### config.mk
export PLATFORM = sky130hd
export DESIGN_NAME = rca_word_sequencer
export DESIGN_NICKNAME = d
export VERILOG_FILES = /design/src/rtl/rca_word_sequencer.sv
export SDC_FILE = /design/constraint.sdc
export NUM_CORES = 1
export LEC_CHECK = 0
export ABC_AREA = 0
export CAP_MARGIN = 0
export CORE_MARGIN = 5
export CORE_UTILIZATION = 55
export CTS_CLUSTER_DIAMETER = 60
export DETAILED_ROUTE_END_ITERATION = 8
export GPL_ROUTABILITY_DRIVEN = 1
export PLACE_DENSITY = 0.85
export SYNTH_ARGS = -nofsm -noshare
export SYNTH_HDL_FRONTEND = slang
export SYNTH_HIERARCHICAL = 1
export SYNTH_SLANG_ARGS = --single-unit
### constraint.sdc
create_clock -name clk -period 9.35 [get_ports clk]
set_clock_uncertainty 0.05 [all_clocks]
set_input_delay 2.3375 -clock clk [delete_from_list [all_inputs] [get_ports clk]]
set_output_delay 2.3375 -clock clk [all_outputs]
set_load 0.02 [all_outputs]
### src/rtl/rca_word_sequencer.sv
// Multi-cycle WIDTH-bit adder: one 4-bit ripple-carry slice walked LSB-first over the operands.
// Define RCA_SEQ_SUB_EN to add the op_sub port (two's-complement A-B).
module rca4_slice (
  input  logic [3:0] a,
  input  logic [3:0] b,
  input  logic       cin,
  output logic [3:0] s,
  output logic       cout
);
  logic [4:0] c;
  assign c[0] = cin;
  for (genvar i = 0; i < 4; i++) begin : g_fa
    assign s[i]   = a[i] ^ b[i] ^ c[i];
    assign c[i+1] = (a[i] & b[i]) | (c[i] & (a[i] ^ b[i]));
  end
  assign cout = c[4];
endmodule

module rca_word_sequencer #(
  parameter int WIDTH = 16
) (
  input  logic             clk,
  input  logic             rst_n,
  input  logic             in_valid,
  output logic             in_ready,
  input  logic [WIDTH-1:0] a,
  input  logic [WIDTH-1:0] b,
`ifdef RCA_SEQ_SUB_EN
  input  logic             op_sub,
`endif
  output logic             out_valid,
  input  logic             out_ready,
  output logic [WIDTH:0]   sum,
  output logic             busy
);
  localparam int NSLICE = WIDTH / 4;
  localparam int IDXW   = (NSLICE > 1) ? $clog2(NSLICE) : 1;

  typedef enum logic [1:0] {IDLE, RUN, DONE} state_t;
  state_t state_q, state_d;

  logic [WIDTH-1:0] a_q, b_q;
  logic             carry_q;
  logic [IDXW-1:0]  idx_q;
  logic             sub_q;
  logic             accept, last;
  logic [3:0]       a_nib, b_nib, s_nib;
  logic             cout;

`ifdef RCA_SEQ_SUB_EN
  logic sub_in;
  assign sub_in = op_sub;
  assign b_nib  = b_q[4*idx_q +: 4] ^ {4{sub_q}};
`else
  logic sub_in;
  assign sub_in = 1'b0;
  assign b_nib  = b_q[4*idx_q +: 4];
`endif

  assign a_nib = a_q[4*idx_q +: 4];

  rca4_slice u_slice (.a(a_nib), .b(b_nib), .cin(carry_q), .s(s_nib), .cout(cout));

  assign accept = in_valid & in_ready;
  assign last   = (idx_q == IDXW'(NSLICE - 1));

  always_ff @(posedge clk or negedge rst_n) begin
    if (!rst_n) state_q <= IDLE;
    else        state_q <= state_d;
  end

  always_comb begin
    state_d   = state_q;
    in_ready  = 1'b0;
    out_valid = 1'b0;
    busy      = 1'b1;
    case (state_q)
      IDLE: begin
        in_ready = 1'b1;
        busy     = 1'b0;
        if (in_valid) state_d = RUN;
      end
      RUN:  if (last) state_d = DONE;
      DONE: begin
        out_valid = 1'b1;
        if (out_ready) state_d = IDLE;
      end
      default: state_d = IDLE;
    endcase
  end

  // Subtract starts with carry 1 so ~b + 1 forms the two's complement.
  always_ff @(posedge clk or negedge rst_n) begin
    if (!rst_n) begin
      a_q     <= '0;
      b_q     <= '0;
      sub_q   <= 1'b0;
      carry_q <= 1'b0;
      idx_q   <= '0;
      sum     <= '0;
    end else if (accept) begin
      a_q     <= a;
      b_q     <= b;
      sub_q   <= sub_in;
      carry_q <= sub_in;
      idx_q   <= '0;
    end else if (state_q == RUN) begin
      sum[4*idx_q +: 4] <= s_nib;
      carry_q           <= cout;
      idx_q             <= idx_q + IDXW'(1);
      if (last) sum[WIDTH] <= cout;
    end
  end
endmodule
==> flow_summary.json <==
{
  "final_max_slew_viol_count": 0,
  "slew_headroom_pct": 46.9,
  "r2r.worst_path.cells": 10,
  "gr-usage-all-layers_pct": 16.4,
  "worst_ep_arrival_time_ns": 1.65,
  "hold_viol": 0,
  "r2r-end": "sum[7]",
  "critPathLaunchType": "flip-flop",
  "grt_antenna_before_repair": 0,
  "seq_area_frac_synth_pct": 50.7,
  "fmax_mhz": 248,
  "p_sw_mw": 0.476,
  "row_count": 25,
  "fin_crit_ns": 4.03,
  "yosysWarnings": 6,
  "portBuffers": 55,
  "ir_drop_mv": 0.189,
  "rsz0062_at_grt": "false",
  "gp_congestion": 0.737,
  "die_area_sq_um": 6340,
  "powerDensity_nw_per_um2": 365,
  "end_kind": "output pin",
  "htree_num_levels": 2,
  "antenna_cells": 0,
  "p_int_mw": 0.729,
  "run_status": "completed",
  "syn_inst": 170,
  "routedWlPerCell_um": 16.4,
  "grt_pass1_vias": 1648,
  "sw_frac_of_total_pct": 39.5,
  "drc_errors": 0,
  "cts_resized": 0,
  "die_height_um": 79.6,
  "grt_pass1_wl_mm": 7.94,
  "holdPathEnd": "sum[8]",
  "syn_nets": 217,
  "r2r-start": "idx_q[0]",
  "dr.pass1.iters": 4,
  "drive_gt1_share_pct": 25.6,
  "place_ws_ns": 5.41,
  "vias": 1547,
  "critPathMaxFanout": 9,
  "cts_tree": "yes",
  "synth_area_sq_um": 2660,
  "finalSetupTns_ns": 0,
  "drtIter0Drc": 111,
  "clockBufferDepth": 2,
  "numCtsBuffers": 5,
  "instances_no_fill": 294,
  "grt_overflow": 0,
  "post-dp-hpwl_mm": 3.59,
  "p_comb_share_pct": 53.5,
  "post_cts_buffers": 0,
  "ys_ff_latch": 54,
  "nFillCells": 335,
  "reg2reg_slack_ns": 5.85,
  "leakage_nw": 1.46,
  "drv_cap": 0,
  "setup_slack_ns": 5.32,
  "area_delta_synth_final_pct": 24.0,
  "die_w_um": 79.6,
  "p_seq_share_pct": 35.9,
  "finalCritPeriodShare_pct": 43.1,
  "layout_common_cells": "dfrtp_1, clkdlybuf4s50_1, mux2_4",
  "via_per_inst": 5.26,
  "synth.distinct_cells": 25,
  "holdBufCountCts": 0,
  "pwr-share-clk_pct": 10.6,
  "ant_nets": 0,
  "crit_type": "reg -> out",
  "clock_sinks": 54,
  "total_power_mw": 1.21,
  "core_sq_um": 4720,
  "hold_start": "sum[8]",
  "wl_mm": 4.82,
  "min_path_type": "reg -> reg",
  "dp_cells": 286,
  "syn_avg_cell_area_sq_um": 15.7,
  "worst_hold_slack_ns": 0.457,
  "start_util_pct": 56.4,
  "tightest_slew_ns": 0.797,
  "cts.reportedPaths.clkPinSlew_ns": 0.10,
  "worstPathRequired_ns": 6.96,
  "hold_depth": 2,
  "finalSetupViolCount": 0,
  "clockRootBuffer": "clkbuf_8",
  "io_pins": 56,
  "clkLatencyLatePin_ns": 0.31,
  "grt_max_degree": 55,
  "nets": 273
}
power by group through the flow:
| stage | sequential (mW) | combinational, mW | clock (mW) |
|---|---|---|---|
| floorplan | 0.417 | 0.480 | 0 |
| global placement | 0.431 | 0.624 | 0 |
| detailed placement | 0.436 | 0.639 | 0 |
| CTS | 0.433 | 0.644 | 0.131 |
| global route | 0.450 | 0.694 | 0.141 |
| finish | 0.432 | 0.645 | 0.128 |
sequential cells by signal, indices dropped and copies added, names as in the netlist:
signal,count
a_q,16
sum,17
idx_q,2
b_q,16
carry_q,1
state_q,2
routing by layer:
| layer | global-route usage, % | up-vias | wire [um] |
|---|---|---|---|
| met2 | 26.9 | 53 | 2370 |
| met5 | 0 | - | 0 |
| met1 | 22.0 | 766 | 2130 |
| met3 | 3.84 | 4 | 287 |
| met4 | 4.30 | 0 | 33 |
| li1 | - | 724 | - |
final cells by class:
class / instances / area, sq um / share of cell area [%]
Clock inverter: 3 / 21.3 / 0.644
Clock buffer: 5 / 68.8 / 2.08
Sequential cell: 54 / 1350 / 40.9
Tap cell: 67 / 83.8 / 2.54
Inverter: 15 / 56.3 / 1.70
Timing Repair Buffer: 56 / 553 / 16.7
Multi-Input combinational cell: 94 / 1170 / 35.4
how the worst max path moves through the flow:
stage | startpoint | end | cells past startpoint
6_report | state_q[1] | out_valid | 2
5_1_grt | state_q[1] | out_valid | 2
4_1_cts | state_q[1] | out_valid | 2
3_5_place_dp | in_valid | b_q[11] | 3
2_1_floorplan | state_q[0] | busy | 3
3_3_place_gp | in_valid | b_q[12] | 3
cell families (layout without fill, tap and decap cells):
kind of cell    after synthesis  in the layout  share of synthesized area (%)
buf+inv                      22             79                           5.40
compound gates               22             22                           6.76
flops                        54             54                           50.7
mux                          42             42                           25.4
fa+ha+maj                    11             11                           6.29
simple gates                 19             19                           5.45
synthesized netlist by cell type:
library cell	number	area share, %
fa_1	4	3.0
dfrtp_1	54	51
a22o_1	16	5.3
mux4_2	8	6.8
o21ai_0	2	0.38
buf_6	1	0.42
clkbuf_1	1	0.14
or4b_1	1	0.38
a21oi_1	1	0.19
buf_12	3	2.3
inv_1	15	2.1
mux2_4	30	17
nand2b_1	2	0.47
ha_1	7	3.3
nand3b_1	4	1.1
nand2_1	4	0.56
mux2_2	4	1.7
nor2b_1	2	0.47
and2_4	1	0.33
buf_4	1	0.28
nor2_2	1	0.24
nor4_2	4	1.9
o41ai_1	2	0.66
buf_2	1	0.19
o21bai_1	1	0.28
worst max-delay path: stages (launching register included):
cell and delay [ns]:
dfrtp_1 0.51, nor2b_1 0.21, clkdlybuf4s50_1 0.63
through the flow:
stage	instance area (sq um)	util [%]
final	3300	69.9
after global routing	3300	69.9
after CTS	3300	69.9
after detailed placement	3210	68.0
after global placement	3210	68.0
after floorplan	2660	-
Note: power is estimated with default switching activity, not from simulation.
